===== src/rtl/dm_pkg.sv =====
// dm_pkg: data-memory access types shared by ctrl and the LSU.
// DM type codes, LSU FSM states and response cause codes.
package dm_pkg;

  localparam logic [2:0] DM_WORD   = 3'b000;
  localparam logic [2:0] DM_HALF   = 3'b001;
  localparam logic [2:0] DM_HALF_U = 3'b010;
  localparam logic [2:0] DM_BYTE   = 3'b011;
  localparam logic [2:0] DM_BYTE_U = 3'b100;

  typedef enum logic [1:0] {
    ST_IDLE = 2'd0,
    ST_REQ  = 2'd1,
    ST_RESP = 2'd2
  } lsu_state_e;

  localparam logic [1:0] CAUSE_NONE    = 2'b00;
  localparam logic [1:0] CAUSE_MISAL   = 2'b01;
  localparam logic [1:0] CAUSE_ILLEGAL = 2'b10;
  localparam logic [1:0] CAUSE_TIMEOUT = 2'b11;

  function automatic logic dm_is_half(input logic [2:0] t);
    return (t == DM_HALF) || (t == DM_HALF_U);
  endfunction

endpackage


===== src/rtl/lsu_mem_if_if.sv =====
// Core-side request/response and data-memory bus interfaces
// of the load/store unit.
interface lsu_core_if;
  logic        in_valid;
  logic        in_ready;
  logic        mem_read;
  logic        mem_write;
  logic [2:0]  dm_type;
  logic [31:0] addr;
  logic [31:0] wdata;
  logic        resp_valid;
  logic [31:0] resp_data;
  logic        resp_err;
  logic [1:0]  resp_cause;
  logic        stall;

  modport master (
    output in_valid, mem_read, mem_write,
    output dm_type, addr, wdata,
    input  in_ready, resp_valid, resp_data,
    input  resp_err, resp_cause, stall
  );

  modport slave (
    input  in_valid, mem_read, mem_write,
    input  dm_type, addr, wdata,
    output in_ready, resp_valid, resp_data,
    output resp_err, resp_cause, stall
  );
endinterface

interface dmem_bus_if;
  logic        bus_req;
  logic        bus_we;
  logic [31:0] bus_addr;
  logic [3:0]  bus_be;
  logic [31:0] bus_wdata;
  logic        bus_ack;
  logic [31:0] bus_rdata;

  modport master (
    output bus_req, bus_we, bus_addr,
    output bus_be, bus_wdata,
    input  bus_ack, bus_rdata
  );

  modport slave (
    input  bus_req, bus_we, bus_addr,
    input  bus_be, bus_wdata,
    output bus_ack, bus_rdata
  );
endinterface


===== src/rtl/lsu_lane.sv =====
// lsu_lane: byte-lane steering for stores and load extract/extend.
// Purely combinational so a cache path can reuse it.
module lsu_lane
  import dm_pkg::*;
(
  input  logic [2:0]  i_type,
  input  logic [1:0]  i_off,
  input  logic [31:0] i_wdata,
  input  logic [31:0] i_rdata,
  output logic [3:0]  o_be,
  output logic [31:0] o_wdata,
  output logic [31:0] o_ldata
);

  logic [31:0] w_sh;
  logic        w_sgn;

  assign w_sh  = i_rdata >> {i_off, 3'b000};
  assign w_sgn = (i_type == DM_HALF) || (i_type == DM_BYTE);

  always_comb begin
    o_be    = 4'b0000;
    o_wdata = 32'h0;
    o_ldata = 32'h0;
    case (i_type)
      DM_WORD: begin
        o_be    = 4'b1111;
        o_wdata = i_wdata;
        o_ldata = w_sh;
      end
      DM_HALF, DM_HALF_U: begin
        o_be    = 4'b0011 << i_off;
        o_wdata = {2{i_wdata[15:0]}};
        o_ldata = {{16{w_sgn & w_sh[15]}}, w_sh[15:0]};
      end
      DM_BYTE, DM_BYTE_U: begin
        o_be    = 4'b0001 << i_off;
        o_wdata = {4{i_wdata[7:0]}};
        o_ldata = {{24{w_sgn & w_sh[7]}}, w_sh[7:0]};
      end
      default: ;
    endcase
  end

endmodule


===== src/rtl/lsu_mem_if.sv =====
// lsu_mem_if: single-outstanding load/store unit between EX and
// the data-memory req/ack bus, with alignment and timeout checks.
module lsu_mem_if
  import dm_pkg::*;
#(
  parameter int TIMEOUT = 255
) (
  input logic        clk,
  input logic        rstn,
  lsu_core_if.slave  core,
  dmem_bus_if.master bus
);

  localparam logic [7:0] LP_LAST = 8'(TIMEOUT - 1);

  lsu_state_e  r_state;
  lsu_state_e  w_next;
  logic [31:0] r_addr;
  logic [31:0] r_wdata;
  logic [31:0] r_rdata;
  logic [3:0]  r_be;
  logic        r_we;
  logic [1:0]  r_off;
  logic [2:0]  r_type;
  logic [1:0]  r_cause;
  logic [7:0]  r_cnt;

  logic        w_idle;
  logic        w_acc;
  logic        w_bad;
  logic        w_mis;
  logic        w_to;
  logic [2:0]  w_type;
  logic [1:0]  w_off;
  logic [3:0]  w_be;
  logic [31:0] w_wrep;
  logic [31:0] w_ldata;

  assign w_idle = r_state == ST_IDLE;
  assign w_acc  = core.in_valid & w_idle
                & (core.mem_read | core.mem_write);
  assign w_bad  = (core.dm_type > DM_BYTE_U)
                | (core.mem_read & core.mem_write);
  assign w_mis  = ((core.dm_type == DM_WORD)
                   & (core.addr[1:0] != 2'b00))
                | (dm_is_half(core.dm_type) & core.addr[0]);
  // Ack in the final REQ cycle wins over the timeout.
  assign w_to   = (r_cnt == LP_LAST) & ~bus.bus_ack;

  // Lane sees the request at accept and the held access in REQ.
  assign w_type = w_idle ? core.dm_type : r_type;
  assign w_off  = w_idle ? core.addr[1:0] : r_off;

  lsu_lane u_lane (
    .i_type  (w_type),
    .i_off   (w_off),
    .i_wdata (core.wdata),
    .i_rdata (bus.bus_rdata),
    .o_be    (w_be),
    .o_wdata (w_wrep),
    .o_ldata (w_ldata)
  );

  always_ff @(posedge clk or negedge rstn) begin
    if (!rstn) r_state <= ST_IDLE;
    else       r_state <= w_next;
  end

  always_comb begin
    w_next = r_state;
    unique case (r_state)
      ST_IDLE: begin
        if (w_acc)
          w_next = (w_bad | w_mis) ? ST_RESP : ST_REQ;
      end
      ST_REQ: begin
        if (bus.bus_ack | w_to) w_next = ST_RESP;
      end
      ST_RESP: w_next = ST_IDLE;
      default: w_next = ST_IDLE;
    endcase
  end

  always_comb begin
    core.in_ready   = w_idle;
    core.stall      = w_acc | (r_state == ST_REQ);
    core.resp_valid = r_state == ST_RESP;
    core.resp_err   = (r_state == ST_RESP)
                    & (r_cause != CAUSE_NONE);
    core.resp_cause = (r_state == ST_RESP) ? r_cause
                                           : CAUSE_NONE;
    core.resp_data  = (r_state == ST_RESP) ? r_rdata : 32'h0;
    bus.bus_req     = r_state == ST_REQ;
  end

  assign bus.bus_we    = r_we;
  assign bus.bus_addr  = r_addr;
  assign bus.bus_be    = r_be;
  assign bus.bus_wdata = r_wdata;

  always_ff @(posedge clk or negedge rstn) begin
    if (!rstn) begin
      r_addr  <= '0;
      r_wdata <= '0;
      r_rdata <= '0;
      r_be    <= '0;
      r_we    <= 1'b0;
      r_off   <= '0;
      r_type  <= '0;
      r_cause <= CAUSE_NONE;
      r_cnt   <= '0;
    end else if (w_acc) begin
      r_off   <= core.addr[1:0];
      r_type  <= core.dm_type;
      r_cnt   <= '0;
      r_rdata <= '0;
      if (w_bad) begin
        r_cause <= CAUSE_ILLEGAL;
      end else if (w_mis) begin
        r_cause <= CAUSE_MISAL;
      end else begin
        r_cause <= CAUSE_NONE;
        r_addr  <= {core.addr[31:2], 2'b00};
        r_be    <= w_be;
        r_we    <= core.mem_write;
        r_wdata <= w_wrep;
      end
    end else if (r_state == ST_REQ) begin
      if (bus.bus_ack) begin
        if (!r_we) r_rdata <= w_ldata;
      end else if (w_to) begin
        r_cause <= CAUSE_TIMEOUT;
      end else begin
        r_cnt <= r_cnt + 8'd1;
      end
    end
  end

endmodule


===== src/flat_wrapper.sv =====
// flat-port wrapper written by rule: the top's interface ports become plain ports
module lsu_mem_if_flat import dm_pkg::*;
#(
  parameter int TIMEOUT = 255
)
  (clk, rstn, core_in_valid, core_mem_read, core_mem_write, core_dm_type, core_addr, core_wdata, core_in_ready, core_resp_valid, core_resp_data, core_resp_err, core_resp_cause, core_stall, bus_bus_req, bus_bus_we, bus_bus_addr, bus_bus_be, bus_bus_wdata, bus_bus_ack, bus_bus_rdata);
  lsu_core_if core_i ();
  dmem_bus_if bus_i ();
  input logic clk;
  input logic rstn;
  input wire logic [$bits(core_i.in_valid)-1:0] core_in_valid;
  input wire logic [$bits(core_i.mem_read)-1:0] core_mem_read;
  input wire logic [$bits(core_i.mem_write)-1:0] core_mem_write;
  input wire logic [$bits(core_i.dm_type)-1:0] core_dm_type;
  input wire logic [$bits(core_i.addr)-1:0] core_addr;
  input wire logic [$bits(core_i.wdata)-1:0] core_wdata;
  output wire logic [$bits(core_i.in_ready)-1:0] core_in_ready;
  output wire logic [$bits(core_i.resp_valid)-1:0] core_resp_valid;
  output wire logic [$bits(core_i.resp_data)-1:0] core_resp_data;
  output wire logic [$bits(core_i.resp_err)-1:0] core_resp_err;
  output wire logic [$bits(core_i.resp_cause)-1:0] core_resp_cause;
  output wire logic [$bits(core_i.stall)-1:0] core_stall;
  output wire logic [$bits(bus_i.bus_req)-1:0] bus_bus_req;
  output wire logic [$bits(bus_i.bus_we)-1:0] bus_bus_we;
  output wire logic [$bits(bus_i.bus_addr)-1:0] bus_bus_addr;
  output wire logic [$bits(bus_i.bus_be)-1:0] bus_bus_be;
  output wire logic [$bits(bus_i.bus_wdata)-1:0] bus_bus_wdata;
  input wire logic [$bits(bus_i.bus_ack)-1:0] bus_bus_ack;
  input wire logic [$bits(bus_i.bus_rdata)-1:0] bus_bus_rdata;
  assign core_i.in_valid = core_in_valid;
  assign core_i.mem_read = core_mem_read;
  assign core_i.mem_write = core_mem_write;
  assign core_i.dm_type = core_dm_type;
  assign core_i.addr = core_addr;
  assign core_i.wdata = core_wdata;
  assign core_in_ready = core_i.in_ready;
  assign core_resp_valid = core_i.resp_valid;
  assign core_resp_data = core_i.resp_data;
  assign core_resp_err = core_i.resp_err;
  assign core_resp_cause = core_i.resp_cause;
  assign core_stall = core_i.stall;
  assign bus_bus_req = bus_i.bus_req;
  assign bus_bus_we = bus_i.bus_we;
  assign bus_bus_addr = bus_i.bus_addr;
  assign bus_bus_be = bus_i.bus_be;
  assign bus_bus_wdata = bus_i.bus_wdata;
  assign bus_i.bus_ack = bus_bus_ack;
  assign bus_i.bus_rdata = bus_bus_rdata;
  lsu_mem_if #(.TIMEOUT(TIMEOUT)) u_core (.clk(clk), .rstn(rstn), .core(core_i), .bus(bus_i));
endmodule

===== config.mk =====
export PLATFORM = sky130hd
export DESIGN_NAME = lsu_mem_if_flat
export DESIGN_NICKNAME = d
export VERILOG_FILES = /design/src/rtl/dm_pkg.sv /design/src/rtl/lsu_mem_if_if.sv /design/src/rtl/lsu_lane.sv /design/src/rtl/lsu_mem_if.sv /design/src/flat_wrapper.sv
export SDC_FILE = /design/constraint.sdc
export NUM_CORES = 1
export LEC_CHECK = 0
export BUFFER_PORTS_ARGS = -buffer_cell sky130_fd_sc_hd__buf_4
export CAP_MARGIN = 20
export CORE_MARGIN = 3
export CORE_UTILIZATION = 39
export DETAILED_ROUTE_END_ITERATION = 8
export GPL_ROUTABILITY_DRIVEN = 0
export PLACE_DENSITY = 0.79
export SLEW_MARGIN = 15
export SYNTH_ARGS = -nofsm -noshare
export SYNTH_HDL_FRONTEND = slang
export SYNTH_SLANG_ARGS = --single-unit

===== constraint.sdc =====
create_clock -name clk -period 2.25 [get_ports clk]
set_clock_uncertainty 0.2 [all_clocks]
set_input_delay 0.1125 -clock clk [delete_from_list [all_inputs] [get_ports clk]]
set_output_delay 0.1125 -clock clk [all_outputs]
set_load 0.02 [all_outputs]

# Yosys cells after proc, flatten, opt, wreduce, memory -nomap -nowiden
# Index checks and enable logic that the tools add are counted.
# totals
register_bits	116
input_bits	105
out_inout_bits	108
wordCells	89
# classes
n_addsub	1
magnitude_cmp	1
n_eq_ne	14
n_shift	3
muxes	25
bitwise_logic	18
reduce_logical	17
# ops
op	n
$pmux 32 s3	2
$mux 32	5
$mux 8	4
$shr 32x5->32	1
$mux 2	10
$pmux 4 s3	1
$reduce_and 3->1	4
$reduce_bool 2->1	5
$and 1x1->1	9
$eq 3x2->1 const B	3
$add 8x1->8 const B	1
$eq 8x8->1 const B	1
$eq 3x1->1 const B	2
$logic_not 3->1	2
$ne 2x1->1 const B	3
$or 1x1->1	6
$ne 2x2->1 const B	2
$pmux 2 s2	1
$reduce_or 2->1	2
$shl 1x2->4 const A	1
$shl 2x2->4 const A	1
$eq 3x3->1 const B	1
$gt 3x3->1 const B	1
$mux 3	1
7 further kinds	10

# Depth between registers and ports, before layout
# depth
depth_word	10
mapped_depth	9
ltp_nobuf	7

# Modules after synthesis
# From an unflattened synthesis, not the netlist that was laid out.
# hier_totals
cells_unflattened	676
hier_area_um2	6566.3
# modules_own_cells
mod	instances	cells_per_inst	area_per_inst_um2	seq_area_each_um2
lsu_mem_if	1	422	5041.1	2902.8
lsu_lane	1	254	1525.2	0.0

# Worst setup path before layout
# Ideal clock, no wire load.
# synth_path
path_kind	flip-flop to flip-flop
start	register u_core.r_state[1]
end	register u_core.r_addr[10], in the netlist u_core.bus.bus_addr[10]
setup_time_ns	0.125
arrival_ns	2.024
required_ns	1.925
slack_ns	-0.098
path_stages_with_launch	9
n_path_buf	3
period_less_slack_ns	2.348
path_cell_list	dfrtp_1 -> or2_1 -> buf_2 -> inv_2 -> nand2_2 -> nor3_2 -> buf_4 -> buf_4 -> mux2_2
# synth_via
elab_chain_cells	4
# synth_rtl
element	line_no	rtl
start, declared	lsu_mem_if.sv:16	lsu_state_e r_state;
start signal, assigned	lsu_mem_if.sv:66	else r_state <= w_next;
$logic_not 2->1	lsu_mem_if.sv:39	assign w_idle = r_state == ST_IDLE;
net core_in_ready	flat_wrapper.sv:17	output wire logic [$bits(core_i.in_ready)-1:0] core_in_ready;
$and 1x1->1	lsu_mem_if.sv:40	assign w_acc = core.in_valid & w_idle
$and 1x1->1	lsu_mem_if.sv:41	& (core.mem_read | core.mem_write);
$reduce_and 3->1 (no source line)	n/a	
end signal, assigned	lsu_mem_if.sv:123	r_addr <= {core.addr[31:2], 2'b00};
end, declared	lsu_mem_if.sv:18	logic [31:0] r_addr;
# The timed path passes the listed nets, and every way through them passes these cells.
# A chain may end at the register's enable or synchronous reset.

# Final worst setup path
# layout_path
start	register u_core.r_state[0]
end	register u_core.r_wdata[28], in the netlist u_core.bus.bus_wdata[28]
# layout_via
elab_chain_cells	5
word_cells_on_any_way	13
cone_classes	4 x eq/ne; 2 x mux; 2 x bitwise; 5 x reduce/logical
# layout_rtl
element	line_no	rtl
$logic_not 2->1 *	lsu_mem_if.sv:39	
$mux 3	lsu_mem_if.sv:51	assign w_type = w_idle ? core.dm_type : r_type;
$eq 3x2->1, or another cell as far along	lsu_lane.sv:25	case (i_type)
$reduce_or 2->1	lsu_lane.sv:25	
$pmux 32 s3	lsu_lane.sv:25	
end signal, assigned	lsu_mem_if.sv:126	r_wdata <= w_wrep;
end, declared	lsu_mem_if.sv:19	logic [31:0] r_wdata;
# Every way passes the cells marked *; elsewhere a longest branch is shown, timed or not.

==> impl_summary.log <==
[metrics] status: complete, no violations
[metrics] clock tree root driver cell: clkbuf_16
[metrics] portion of synthesized cell area occupied by the leading cell type: 48.8%
[metrics] final clock period utilization by the worst path: a little over nine tenths
[metrics] count of mapped cells out of synthesis: 553
[metrics] reg-to-reg slack, setup: 0.06 ns
[metrics] most common cell type on the critical path: and2_4
[metrics] IO Count: 213
[metrics] largest fanout on the critical path: 8
[metrics] library cells used by synthesis: slightly below 60
[metrics] Final Instance Count excl. Fillers: between 1k and 1.5k
[metrics] DRC violation count after routing: 0
[metrics] worst path arrival time: 2.27 ns
[metrics] Avg Inst Size Synth: 10.8 um^2
[metrics] critical path capture point type: flip-flop
[metrics] Worst Setup Start Kind: flip-flop
[metrics] fraction of final layout cells with drive strength greater than 1: a little over two fifths
[metrics] all-layer global routing usage: roughly 24%
[metrics] worst hold endpoint: u_core.bus.bus_wdata[11]$_DFFE_PN0P_
[metrics] count of final setup violators: 0
[metrics] required arrival time at the worst endpoint: about 2.3 ns
[metrics] global-route wire length before repair: ~32 mm
[metrics] P_leak: around 0.0047 uW
[metrics] clock tree from TritonCTS: built
[metrics] die extent in x: roughly 130 um
[metrics] crit-path cells: buf_6, or3b_4, and2_4, and2_4, a2111oi_1, a2bb2oi_1
[metrics] Async S/R FF share, synth: 100%
[metrics] number of clock sinks: 116
[metrics] internal power: around 6300 uW
[metrics] unrepaired setup endpoints after global routing: true
[metrics] time the final worst path needs with I/O delays and setup: 2.19 ns
[metrics] hold-critical path depth: 5
[metrics] smallest setup slack after layout: 0.0592 ns
[metrics] total of max-cap violations: 0
[metrics] sequential element share of the synthesized area: approximately half
[metrics] number of storage elements in the synthesis netlist: 116
[metrics] most common cell after layout, fill and taps aside: buf_4
[metrics] Post-synth top flop: dfrtp_1
[metrics] Final nets: approximately 1.0k
[metrics] number of enable-type register cells in the synthesized netlist: 0
[metrics] launching point of the worst reg2reg path: u_core.r_state[0]$_DFFE_PN0P_
[metrics] effective utilization at floorplan: about two fifths
[metrics] R2R cell count: 6
[metrics] via count: slightly below 6k
[metrics] Remaining Overflow, GRT: 0
[metrics] FF-to-FF End: u_core.bus.bus_wdata[28]$_DFFE_PN0P_
[metrics] Clock Path Buffers: 2
[metrics] via count of the first global-routing pass: between 6k and 7k
[metrics] path type of the worst min-delay path: in -> reg
[metrics] kind of critical path: reg -> reg
[metrics] cts bufs inserted: 17
[metrics] routed wire length: 21.0 mm
[metrics] vertical extent of the die: roughly 130 um
[metrics] clock-pin transition on the worst setup and hold timing paths: approximately 0.06 ns
[metrics] clock share of power: 25.1%
[metrics] top cell family by delay on the critical path: simple AND/OR/NAND/NOR gates
[metrics] Vias/cell: 5.40
[metrics] Critical path buffers and inverters: 1
[metrics] relative contribution of sequential cells to total power: approximately a third
[metrics] CP peak stage delay: 0.42 ns
[metrics] Final Max Tran Viols: 0
[metrics] H-Tree Level Count: 4
[metrics] worst hold path startpoint: core_wdata[11]
[metrics] area of the mapped netlist: between 5000 and 6000 um^2
[metrics] post-detailed-route wirelength per cell: 19.2 um
[metrics] final number of hold-violating endpoints: 0
[metrics] start point of the critical path: u_core.r_state[0]$_DFFE_PN0P_
[metrics] pin count of the biggest net entering global routing: between 60 and 70
[metrics] count of TritonRoute iterations in the first routing pass: 5
[metrics] Power Dens Cells: a little over 1000 nW/um^2
[metrics] power share of the combinational group: 42.7%
[metrics] half-perimeter wire length after placement: between 10 and 15 mm
[metrics] cell type with the largest total area after synthesis: dfrtp_1
[metrics] relative area change from synthesis to final layout: 64.5%
[metrics] commonest non-fill, non-tap cells in the layout: buf_4 (243), dfrtp_1 (115), dlygate4sd3_1 (101)
[metrics] antenna violations before repair: 0
[metrics] highest attainable clock frequency: 456 MHz
[metrics] placeable core region: between 10000 and 15000 um^2
[metrics] number of instances in the placed design: between 900 and 1k
[metrics] worst skew pair latency: slightly above 0.4 ns
[metrics] CP max stage cell: dfrtp_1
[metrics] proportion of total power due to net switching: a little over a third
[metrics] number of routed nets with antenna violations: 0
[metrics] IO Port Bufs: between 200 and 250
[metrics] net switching power figure: between 3000 and 4000 uW
[metrics] Synth area leaders: dfrtp_1 (49%), mux2_2 (13%), nand2_1 (5.0%)
[metrics] cell count along the critical path: 6
[metrics] FP Rows: between 40 and 50
[metrics] Yosys Warn Count: 0
[metrics] 1st-iter DRT viols: between 300 and 400
[metrics] pre-CTS setup slack: -0.00535 ns
[metrics] full die area: between 15000 and 20000 um^2
[metrics] maximum VDD drop: 881 uV
-- synth_stat cells (all sizes together), types with 2 or more instances --
| cell type | instances |
|---|---|
| dfrtp | 116 |
| nand2 | 81 |
| mux2 | 67 |
| and2 | 38 |
| nand3 | 27 |
| buf | 25 |
| nor2 | 16 |
| a22oi | 15 |
| clkbuf | 15 |
| and3 | 12 |
| o21ai | 12 |
| o2111ai | 11 |
| mux2i | 10 |
| a2111oi | 8 |
| a21oi | 8 |
| a22o | 8 |
| a2bb2oi | 8 |
| a32o | 8 |
| a32oi | 8 |
| inv | 5 |
| a211o | 4 |
| nor2b | 4 |
| nor3b | 4 |
| nand4 | 3 |
| nor3 | 3 |
| o211ai | 3 |
| o21a | 3 |
| or2 | 3 |
| xnor2 | 3 |
| xor2 | 3 |
| a21o | 2 |
| ha | 2 |
| or3 | 2 |
| or3b | 2 |
-- timing repair --
| action | CTS | global route |
|---|---|---|
| buffers inserted | 0 | 1 |
| resized for setup | 1 | 31 |
| setup endpoints to repair | 27 | 123 |
| pin swaps | 0 | 5 |
| hold buffers | 101 | 0 |
| cloned | 0 | 3 |
| endpoints found under the hold margin | 216 | 0 |
-- area by class of cell --
type                            instances  area, um^2
Antenna cell                            1        2.50
Clock buffer                           20         457
Clock inverter                         11        86.3
Fill cell                            1105        4970
Inverter                                5        21.3
Multi-Input combinational cell        394        2980
Sequential cell                       116        2900
Tap cell                              184         230
Timing Repair Buffer                  359        3100
-- stage by stage --
step / util [%] / total power (uW) / TNS (ns) / instance area, um^2 / hold slack, ns
finish: 66.3 / 9920 / 0 / 9780 / 0.0238
global route: 66.3 / 10400 / -0.147 / 9780 / 0.0521
CTS: 64.9 / 9740 / -0.0844 / 9580 / 0.00356
detailed placement: 54.4 / 7090 / -0.00535 / 8020 / -0.275
global placement: 54.4 / 6980 / 0 / 8020 / -0.268
floorplan: - / 5270 / 0 / 5960 / -0.383
-- worst min-delay path, stage by stage --
cell and delay (ns):
buf_4 0.08, and3_1 0.16, nand2_1 0.06, nand2_1 0.06, mux2_2 0.14
-- flip-flops by register name, indices dropped and copies added (netlist names) --
signal / count
u_core.r_rdata: 32
u_core.r_cause: 2
u_core.bus.bus_be: 4
u_core.bus.bus_wdata: 32
u_core.bus.bus_addr: 30
u_core.r_state: 2
u_core.r_cnt: 8
u_core.r_type: 3
u_core.bus.bus_we: 1
u_core.r_off: 2
-- worst max path at each step --
stage | slack (ns) | endpoint
6_report | 0.06 | u_core.bus.bus_wdata[28]$_DFFE_PN0P_
4_1_cts | -0.02 | u_core.bus.bus_wdata[24]$_DFFE_PN0P_
3_3_place_gp | 0.02 | u_core.bus.bus_wdata[24]$_DFFE_PN0P_
5_1_grt | -0.02 | u_core.bus.bus_wdata[31]$_DFFE_PN0P_
3_5_place_dp | -0.005 | u_core.bus.bus_wdata[25]$_DFFE_PN0P_
2_1_floorplan | 0.009 | u_core.bus.bus_addr[10]$_DFFE_PN0P_
-- per-layer routing --
metal / global-route usage [%] / part of all wire, %
met5: 0 / 0
met4: 9.23 / 2.5
met3: 6.14 / 7.4
met2: 41.2 / 50
met1: 29.9 / 40
-- logic make-up after synthesis --
kind of cell | after synthesis | share of synthesized area, %
other | 1 | 0.0630
adders and majority gates | 2 | 0.421
and+or+nand+nor | 203 | 17.4
xor gates and xnor gates | 6 | 1.01
DFF | 116 | 48.8
muxes | 77 | 14.4
AOI/OAI and AO/OA | 103 | 14.0
buffers and inverters | 45 | 3.87
-- power groups by stage --
stage                     Sequential (uW)  Clock (uW)  Combinational [uW]
after floorplan                      3770           0                1510
after global placement               3150           0                3830
after detailed placement             3180           0                3900
after CTS                            3160        2520                4060
after global routing                 3260        2640                4510
final                                3190        2490                4240
Note: power is estimated with default switching activity, not from simulation.
